$ cat src/rtl/seq_divider_if.sv
// Start/operand/result bundle between the control unit and seq_divider.
// Optional div_unsigned signal exists only when SEQ_DIVIDER_UNSIGNED_EN is defined.
interface seq_divider_if #(
  parameter int unsigned WIDTH = 32
);
  logic             div_init;
  logic [WIDTH-1:0] dividend;
  logic [WIDTH-1:0] divisor;
`ifdef SEQ_DIVIDER_UNSIGNED_EN
  logic             div_unsigned;
`endif
  logic             busy;
  logic             done;
  logic             div_zero;
  logic [WIDTH-1:0] hi;
  logic [WIDTH-1:0] lo;

  modport master (
    output div_init, dividend, divisor,
`ifdef SEQ_DIVIDER_UNSIGNED_EN
    output div_unsigned,
`endif
    input  busy, done, div_zero, hi, lo
  );

  modport slave (
    input  div_init, dividend, divisor,
`ifdef SEQ_DIVIDER_UNSIGNED_EN
    input  div_unsigned,
`endif
    output busy, done, div_zero, hi, lo
  );
endinterface

$ cat src/rtl/seq_divider.sv
// Multicycle restoring divider for MIPS DIV: remainder to hi, quotient to lo.
// SEQ_DIVIDER_UNSIGNED_EN adds div_unsigned for DIVU behaviour.
module seq_divider #(
  parameter int unsigned WIDTH = 32
) (
  input  logic         clk,
  input  logic         reset,
  seq_divider_if.slave dif
);
  localparam int unsigned CW = (WIDTH > 1) ? $clog2(WIDTH) : 1;

  typedef enum logic [1:0] {IDLE, ITER, SIGN, DONE} state_t;

  state_t           state_q;
  logic [CW-1:0]    cnt_q;
  logic [WIDTH-1:0] rem_q, rem_d;
  logic [WIDTH-1:0] quo_q, quo_d;
  logic [WIDTH-1:0] dvs_q;
  logic             sq_q, sr_q;
  logic             busy_q, done_q, zero_q;
  logic [WIDTH-1:0] hi_q, lo_q;

  logic             use_sign;
  logic             a_neg, b_neg;
  logic [WIDTH-1:0] a_mag, b_mag;
  logic [WIDTH:0]   rem_sh;

`ifdef SEQ_DIVIDER_UNSIGNED_EN
  assign use_sign = ~dif.div_unsigned;
`else
  assign use_sign = 1'b1;
`endif

  always_comb begin
    a_neg = use_sign & dif.dividend[WIDTH-1];
    b_neg = use_sign & dif.divisor[WIDTH-1];
    a_mag = a_neg ? -dif.dividend : dif.dividend;
    b_mag = b_neg ? -dif.divisor  : dif.divisor;
  end

  // Shifted remainder carries an extra bit so the compare never overflows.
  always_comb begin
    rem_sh = {rem_q, quo_q[WIDTH-1]};
    if (rem_sh >= {1'b0, dvs_q}) begin
      rem_d = WIDTH'(rem_sh - {1'b0, dvs_q});
      quo_d = {quo_q[WIDTH-2:0], 1'b1};
    end else begin
      rem_d = rem_sh[WIDTH-1:0];
      quo_d = {quo_q[WIDTH-2:0], 1'b0};
    end
  end

  always_ff @(posedge clk) begin
    if (reset) begin
      state_q <= IDLE;
      cnt_q   <= '0;
      rem_q   <= '0;
      quo_q   <= '0;
      dvs_q   <= '0;
      sq_q    <= 1'b0;
      sr_q    <= 1'b0;
      busy_q  <= 1'b0;
      done_q  <= 1'b0;
      zero_q  <= 1'b0;
      hi_q    <= '0;
      lo_q    <= '0;
    end else begin
      done_q <= 1'b0;
      zero_q <= 1'b0;
      unique case (state_q)
        IDLE: begin
          if (dif.div_init) begin
            if (dif.divisor == '0) begin
              zero_q <= 1'b1;
            end else begin
              quo_q   <= a_mag;
              dvs_q   <= b_mag;
              rem_q   <= '0;
              sq_q    <= a_neg ^ b_neg;
              sr_q    <= a_neg;
              cnt_q   <= CW'(WIDTH - 1);
              busy_q  <= 1'b1;
              state_q <= ITER;
            end
          end
        end
        ITER: begin
          rem_q <= rem_d;
          quo_q <= quo_d;
          if (cnt_q == '0) begin
            state_q <= SIGN;
          end else begin
            cnt_q <= cnt_q - 1'b1;
          end
        end
        SIGN: begin
          lo_q    <= sq_q ? -quo_q : quo_q;
          hi_q    <= sr_q ? -rem_q : rem_q;
          busy_q  <= 1'b0;
          done_q  <= 1'b1;
          state_q <= DONE;
        end
        DONE: begin
          state_q <= IDLE;
        end
        default: state_q <= IDLE;
      endcase
    end
  end

  assign dif.busy     = busy_q;
  assign dif.done     = done_q;
  assign dif.div_zero = zero_q;
  assign dif.hi       = hi_q;
  assign dif.lo       = lo_q;
endmodule

$ cat src/flat_wrapper.sv
// flat-port wrapper written by rule: the top's interface ports become plain ports
module seq_divider_flat 
#(
  parameter int unsigned WIDTH = 32
)
  (clk, reset, dif_div_init, dif_dividend, dif_divisor, dif_busy, dif_done, dif_div_zero, dif_hi, dif_lo);
  seq_divider_if #(.WIDTH(WIDTH)) dif_i ();
  input  logic clk;
  input  logic reset;
  input wire logic [$bits(dif_i.div_init)-1:0] dif_div_init;
  input wire logic [$bits(dif_i.dividend)-1:0] dif_dividend;
  input wire logic [$bits(dif_i.divisor)-1:0] dif_divisor;
  output wire logic [$bits(dif_i.busy)-1:0] dif_busy;
  output wire logic [$bits(dif_i.done)-1:0] dif_done;
  output wire logic [$bits(dif_i.div_zero)-1:0] dif_div_zero;
  output wire logic [$bits(dif_i.hi)-1:0] dif_hi;
  output wire logic [$bits(dif_i.lo)-1:0] dif_lo;
  assign dif_i.div_init = dif_div_init;
  assign dif_i.dividend = dif_dividend;
  assign dif_i.divisor = dif_divisor;
  assign dif_busy = dif_i.busy;
  assign dif_done = dif_i.done;
  assign dif_div_zero = dif_i.div_zero;
  assign dif_hi = dif_i.hi;
  assign dif_lo = dif_i.lo;
  seq_divider #(.WIDTH(WIDTH)) u_core (.clk(clk), .reset(reset), .dif(dif_i));
endmodule
$ cat config.mk
export PLATFORM = sky130hd
export DESIGN_NAME = seq_divider_flat
export DESIGN_NICKNAME = d
export VERILOG_FILES = /design/src/rtl/seq_divider_if.sv /design/src/rtl/seq_divider.sv /design/src/flat_wrapper.sv
export SDC_FILE = /design/constraint.sdc
export NUM_CORES = 1
export LEC_CHECK = 0
export CAP_MARGIN = 20
export CORE_ASPECT_RATIO = 1.75
export CORE_MARGIN = 2
export CORE_UTILIZATION = 50
export DETAILED_ROUTE_END_ITERATION = 10
export PLACE_DENSITY_LB_ADDON = 0.2
export RECOVER_POWER = 25
export SYNTH_ARGS = -nofsm -noshare
export SYNTH_HDL_FRONTEND = slang
export SYNTH_SLANG_ARGS = --single-unit
$ cat constraint.sdc
create_clock -name clk -period 4.9 [get_ports clk]
set_clock_uncertainty 0.1 [all_clocks]
set_input_delay 0.735 -clock clk [delete_from_list [all_inputs] [get_ports clk]]
set_output_delay 0.735 -clock clk [all_outputs]
set_load 0.05 [all_outputs]
After elaboration in Yosys (flattened, before gate mapping)
Index checks and enable logic that the tools add are counted.
Widths: inputs -> output; s select.
{ "word_totals": {"out_inout_bits": 67, "inputBits": 67, "wordCells": 66, "ff_bits": 172} }
{ "op_classes": {"n_eq_ne": 7, "bitwise_logic": 4, "muxes": 25, "n_reduce_logical": 11, "order_cmp": 1, "addsub": 6} }
{ "op_table": {"columns": ["op", "count"], "rows": [
  ["$mux 32", 9],
  ["$neg 32->32", 4],
  ["$pmux 32 s2", 2],
  ["$ge 33x32->1", 1],
  ["$logic_not 32->1", 1],
  ["$sub 32x32->32", 1],
  ["$mux 5", 3],
  ["$reduce_and 3->1", 4],
  ["$pmux 5 s2", 1],
  ["$pmux 2 s4", 1],
  ["$mux 2", 3],
  ["$ne 2x2->1 const B", 3],
  ["$logic_not 5->1", 1],
  ["$mux 1", 5],
  ["$sub 5x1->5 const B", 1],
  ["$eq 2x2->1 const B", 2],
  ["$reduce_and 4->1", 1],
  ["$reduce_bool 2->1", 2],
  ["$not 1->1", 3],
  ["$reduce_or 3->1", 1],
  ["$eq 2x1->1 const B", 1],
  ["$logic_not 2->1", 1],
  ["$ne 2x1->1 const B", 1],
  ["$pmux 1 s2", 1],
  ["$xor 1x1->1", 1]
]} }

Logic depth before layout (Yosys ltp)
Gate-level depths: netlist of the first run.
{ "logic_depth": {"depth_word": 5, "mapped_depth": 13, "mapped_depth_nobuf": 12} }

Least setup slack after synthesis of the first run
OpenSTA, ideal clock, no wires.
{ "synth_path": {"path_kind": "input-to-reg", "from": "input dif_divisor[0]", "to": "register u_core.quo_q[10]", "n_path_buf": 4, "required_time_ns": 4.668, "setup_time_ns": 0.132, "path_stages": 13, "arrival_time_ns": 3.452, "path_slack_ns": 1.216, "cell_sequence": "inv_1 -> ha_1 -> or4b_1 -> nor4_1 -> nand4_1 -> o21ba_2 -> clkbuf_1 -> or2_2 -> clkbuf_1 -> clkbuf_1 -> clkbuf_1 -> nand2_1 -> a21oi_1"} }
{ "synth_between": {"elab_chain_cells": 3} }
{ "synth_rtl": {"columns": ["item", "line", "rtl"], "rows": [
  ["start: declaration", "flat_wrapper.sv:12", "input wire logic [$bits(dif_i.divisor)-1:0] dif_divisor;"],
  ["$logic_not 32->1", "seq_divider.sv:73", "if (dif.divisor == '0) begin"],
  ["$ne 2x2->1 (no source line)", null, null],
  ["$reduce_and 3->1 (no source line)", null, null],
  ["end signal: assignment", "seq_divider.sv:76", "quo_q <= a_mag;"],
  ["end signal: assignment", "seq_divider.sv:89", "quo_q <= quo_d;"],
  ["end: declaration", "seq_divider.sv:17", "logic [WIDTH-1:0] quo_q, quo_d;"]
]} }
Every way passes these cells.
A chain may end at the register's enable or synchronous reset.

Worst setup path in the final report of the first run
{ "layout_path": {"from": "input dif_divisor[0]", "to": "register u_core.rem_q[13]"} }
{ "layout_between": {"elab_chain_cells": 3} }
{ "layout_rtl": {"columns": ["item", "line", "rtl"], "rows": [
  ["$logic_not 32->1", "seq_divider.sv:73", null],
  ["$ne 2x2->1 (no source line)", null, null],
  ["$reduce_and 3->1 (no source line)", null, null],
  ["end signal: assignment", "seq_divider.sv:88", "rem_q <= rem_d;"],
  ["end: declaration", "seq_divider.sv:16", "logic [WIDTH-1:0] rem_q, rem_d;"]
]} }
Every way passes these cells.

==> flow_summary.ini, run 1 <==
[status]
status = finished with violations
violations = max-capacitance violations, max-slew violations

[final_layout]
layout-drive-gt1-share_pct = 5.22
antennaDiodeCount = 0
layout_common_cells = dfxtp_1, nand2_1, nor2_1, xor2_1, clkdlybuf4s50_1
final_common_cell = dfxtp_1
layout.cells.non_filler = 1787
syn2layout_area_growth_pct = 20.1
fin_util_pct = 60.7
fin_nets = 1591
num-fill-cells = 1950
postLayoutCellArea_um2 = 13000

[logic_synthesis]
syn_inst = 1390
syn_nets = 1499
yosys-top-cells-area = dfxtp_1, xor2_1, a211oi_1
synth_seq_cells = 172
synth_top_family_by_area = compound AO/OA/AOI/OAI gates
yosys.area.top_type = dfxtp_1
synth_simple_gate_area_share_pct = 21.0
yosysUniqueCellTypes = 60
synthFlopType = dfxtp_1
synth_compound_area_share_pct = 23.5
yosysTopAreaCellShare_pct = 31.8
synth_warnings = 0
synthAdderAreaFrac_pct = 4.92
ys_seq_area_share_pct = 31.8
async_flop_share_pct = 0
synth_area_um2 = 10800
synthMuxAreaShare_pct = 1.29
avgSynthCellArea_um2 = 7.79
synth_xor_area_share_pct = 12.1
synth_edf_count = 0

[setup_path]
start_kind = input pin
endpoint_kind = flop
crit_path_start = dif_divisor[0]
cp.required_ns = 5.11
worst-path-max-fanout = 33
cp.arrival_ns = 4.28
critPathKind = in -> reg
r2r_start = u_core.state_q[0]

[cts]
hold_buffers = 0
clk_pin_slew_ns = 0.06
htreeDepth = 4
cts_tree = built
clock_latency_ns = 0.44
post_cts_resized = 0
clock_sinks = 172
clockRootBuffer = clkbuf_16
postCtsSetupBuffers = 0
clock_path_buffers = 2
numCtsBuffers = 17

[job]
drv.max_cap_violation_count = 1

[sta]
fmax_ghz = 0.246
maxSlewViolCount = 76
fin_setup_tns_ns = 0
fin_crit_ns = 4.06
timing.hold.ws_ns = 0.350
finalSetupViolCount = 0
period_share_pct = 82.9
tightestPinTransition_ns = 2.72
relSlewSlack_pct = -81.6
rsz0062_at_grt = no
hold_viol = 0

[detailed_routing]
drt_iter0_markers = 531
drt_pre_antenna_iters = 5
via_per_inst = 5.89
wl_per_cell_um = 18.0
wl_um = 32100
ant_nets = 0
drcViolationCount = 0
vias = 10500

[placement]
place_inst = 1754
post_dp_cell_area_um2 = 12400
port_buffers = 133
dp_hpwl_um = 24100
place_congestion = 0.928

[floorplan]
rows = 71
die_y_um = 199
dieArea_um2 = 22900
die_w_um = 115
io_pins = 134
start_util_pct = 50.6
core_area_um2 = 21400

[power_and_ir_drop]
p_leak_uw = 0.00495
powerDensity_nw_per_um2 = 594
vdd_drop_max_v = 0.000341

[global_routing]
grt_pass1_vias = 10200
grtUsageTotal_pct = 28.5
grt.overflow.total = 0
antenna_found_initial = 0
grt_max_degree = 94
grt_pass1_wl_um = 51400

[worst_hold_path]
hp-start = u_core.dif.lo[30]
hold_path.class = reg -> reg
where the power goes:
part	internal (uW)	switching, uW
clock network	861	581
registers	1800	342
logic	1480	2660
total	4140	3590
critical path, cell delays in order:
cell,delay (ns)
clkdlybuf4s50_1,0.45
inv_1,0.09
ha_1,0.18
or4b_1,0.58
nor4_1,0.25
buf_4,0.19
nand4_1,0.23
o21ai_0,0.39
nand2_1,0.12
and3b_1,0.37
buf_4,0.33
a32oi_1,0.22
o31ai_1,0.09
through the flow:
step           power, uW  setup slack [ns]
6_report            7720             0.839
5_1_grt             8230             0.450
3_5_place_dp        6290             0.448
4_1_cts             7740             0.907
3_3_place_gp        6240             0.595
2_1_floorplan       5080              1.22
cells by family (layout without fill, tap and decap cells):
family	Yosys count	count (layout)
AOI/OAI and AO/OA	387	387
xor gates and xnor gates	149	149
adders and majority gates	42	42
buffers and inverters	142	247
DFF	172	172
muxes	14	14
and+or+nand+nor	484	484
synthesized netlist by cell type (all sizes together) (7+ instances only):
cell,number
inv,57
o211ai,7
xnor2,32
buf,9
or2,7
nand2b,12
a31oi,9
o21a,8
nor2,138
a211oi,93
nor4,16
ha,41
nand4,13
or3,17
nand3,66
a32oi,12
mux2i,14
o41ai,15
a21o,10
nand2,152
o21ai,93
clkbuf,75
o31ai,40
a21oi,72
and3,7
nor2b,9
xor2,117
nor3,16
or4,22
dfxtp,172
state kept, by name (all words and copies together) (netlist names), 2 cells and up:
register	cells
u_core.rem_q	32
u_core.state_q	2
u_core.cnt_q	5
u_core.dif.lo	32
u_core.quo_q	32
u_core.dif.hi	32
u_core.dvs_q	32
per-layer routing:
metal / share of wire (%) / up-vias / global-route usage, %
li1: - / 5188 / -
met1: 36 / 4950 / 28.6
met2: 53 / 291 / 52.6
met3: 4.0 / 98 / 4.45
met4: 6.6 / 0 / 19.5
met5: 0 / - / 0
final timing paths:
path | to | slack [ns] | cells after the start
worst max-delay path | u_core.rem_q[13] | 0.84 | 13
worst min-delay path | u_core.dif.lo[30] | 0.35 | 2
worst max register to register | u_core.dif.hi[7] | 0.92 | 5
worst min register to register | u_core.dif.lo[30] | 0.35 | 2
final cells by class:
class,count,area [um2],share of cell area (%)
Clock buffer,24,492,3.78
Clock inverter,8,130,1.00
Inverter,57,214,1.65
Multi-Input combinational cell,1076,6820,52.5
Sequential cell,172,3440,26.5
Tap cell,292,365,2.81
Timing Repair Buffer,158,1530,11.8
Power figures use the tool's default switching activity.
==> run 2: changes to the inputs <==
Clock period 4.9 ns to 3.63 ns, I/O delays scaled along.
==> run 2 against run 1 <==
Net effect: the run now ends clean; non-clock buffer count is 55 higher; clock power up 37%; hold slack lost 0.0022 ns; die area did not move; critical path depth down 5; register-to-register slack lost 0.81 ns; worst setup slack lost 0.73 ns; global-route usage down 0.24 points; final cell count up 3.1%; sequential share of layout area down 1.0 points; critical path type is now reg -> reg; critical endpoint is now u_core.dif.hi[29]; largest cell class unchanged; largest power group unchanged; highest routed layer unchanged.
==> flow_summary.ini, run 2 (synthesis gave the netlist of run 1 again) <==
[floorplan]
die_w_um = 115
die_y_um = 199
start_util_pct = 50.6
rows = 71
io_pins = 134
core_area_um2 = 21400
dieArea_um2 = 22900

[setup_path]
cpMaxStageDelayCell = or4_4
worst-path-max-fanout = 4
r2r_slack_ns = 0.11
critPathKind = reg -> reg
r2r_start = u_core.rem_q[6]
endpoint_kind = flop
slowest_delay_ns = 0.55
timing.rr.end = u_core.dif.hi[29]
start_kind = flop
ff2ff_path_depth = 8
cp.required_ns = 3.79
cp.arrival_ns = 3.69
path_cells = or4_4, or4_4, or3_4, or4_4, or4_4, o41ai_1, xor2_1, a211oi_1
crit_top_cell = or4_4

[final_layout]
num-fill-cells = 1911
layout_common_cells = dfxtp_1, nand2_1, nor2_1, xor2_1, clkdlybuf4s50_1
antennaDiodeCount = 0
postLayoutCellArea_um2 = 13500
layout-drive-gt1-share_pct = 8.84
syn2layout_area_growth_pct = 24.8
final_common_cell = dfxtp_1
fin_nets = 1646
fin_util_pct = 63.1

[sta]
finalSetupViolCount = 0
fin_crit_ns = 3.52
tightestPinTransition_ns = 1.37
timing.hold.ws_ns = 0.347
period_share_pct = 97.1
maxSlewViolCount = 0
hold_viol = 0
fin_setup_tns_ns = 0
rsz0062_at_grt = no
relSlewSlack_pct = 8.82
fmax_ghz = 0.284

[job]
drv.max_cap_violation_count = 0

[placement]
post_dp_cell_area_um2 = 12900
dp_hpwl_um = 24500
place_congestion = 0.962
port_buffers = 133

[global_routing]
grt_pass1_vias = 10300
grtUsageTotal_pct = 28.2
grt.overflow.total = 0
grt_max_degree = 79
antenna_found_initial = 0
grt_pass1_wl_um = 50800

[status]
status = finished, final reports clean

[worst_hold_path]
min_to = u_core.dif.lo[29]
hold_path.class = reg -> reg
hp-start = u_core.dif.lo[29]
hold_depth = 2

[detailed_routing]
vias = 10600
drt_pre_antenna_iters = 5
via_per_inst = 5.75
wl_um = 31600
ant_nets = 0
drt_iter0_markers = 484
wl_per_cell_um = 17.2
drcViolationCount = 0

[power_and_ir_drop]
vdd_drop_max_v = 0.000663
power_frac_seq_pct = 27.0
p_sw_share_pct = 45.9
power.total_uw = 10600
p_leak_uw = 0.00528
p_sw_uw = 4860
p_int_uw = 5720
p_clk_share_pct = 18.6
powerDensity_nw_per_um2 = 783
comb_power_share_pct = 54.3

[cts]
hold_buffers = 0
clock_sinks = 172
clock_latency_ns = 0.44
clock_path_buffers = 2
clk_pin_slew_ns = 0.07
post_cts_resized = 0
numCtsBuffers = 17
postCtsSetupBuffers = 0
clockRootBuffer = clkbuf_16
cts_tree = built
htreeDepth = 4
run 2: metrics by stage:
step | setup slack [ns] | std cells
CTS | 0.0829 | 1841
finish | 0.106 | 1842
global route | 0.00763 | 1842
detailed placement | -0.380 | 1809
global placement | -0.335 | 1809
floorplan | 0.136 | 1390
run 2: power groups by stage:
stage / clock (uW) / sequential [uW] / combinational (uW)
CTS: 2000 / 2890 / 5770
detailed placement: 0 / 2920 / 5720
floorplan: 0 / 3680 / 3190
finish: 1970 / 2860 / 5750
global route: 2070 / 2930 / 6280
global placement: 0 / 2910 / 5680
run 2: layer usage:
metal / wire length (um) / track usage [%]
met1: 11300 / 28.0
met2: 17200 / 53.4
met3: 1010 / 4.08
met4: 2150 / 18.3
met5: 0 / 0
run 2: worst max-delay path by stage:
stage                    start           endpoint  slack [ns]  depth (start not counted)
3_3_place_gp    dif_divisor[8]   u_core.dvs_q[27]       -0.33                          9
3_5_place_dp    dif_divisor[6]   u_core.dvs_q[27]       -0.38                          9
4_1_cts         dif_divisor[6]   u_core.dvs_q[27]        0.08                          9
6_report       u_core.rem_q[6]  u_core.dif.hi[29]        0.11                          8
2_1_floorplan   dif_divisor[0]   u_core.quo_q[10]        0.14                         13
5_1_grt        u_core.rem_q[6]  u_core.dif.hi[31]       0.008                          8
run 2: cell type report:
| type | count | area, um2 | area share [%] |
|---|---|---|---|
| clock buffers | 18 | 439 | 3.25 |
| flip-flops and latches | 172 | 3440 | 25.5 |
| well taps | 292 | 365 | 2.70 |
| multi-input cells | 1076 | 6830 | 50.5 |
| inverters | 57 | 214 | 1.58 |
| clock inverters | 14 | 190 | 1.41 |
| repair buffers | 213 | 2030 | 15.0 |
run 2: worst max-delay path, delay by kind of cell (launching register included):
family / cells / cell delay (ns)
compound gates: 2 / 0.43
xor+xnor: 1 / 0.20
flops: 1 / 0.31
simple gates: 5 / 2.30
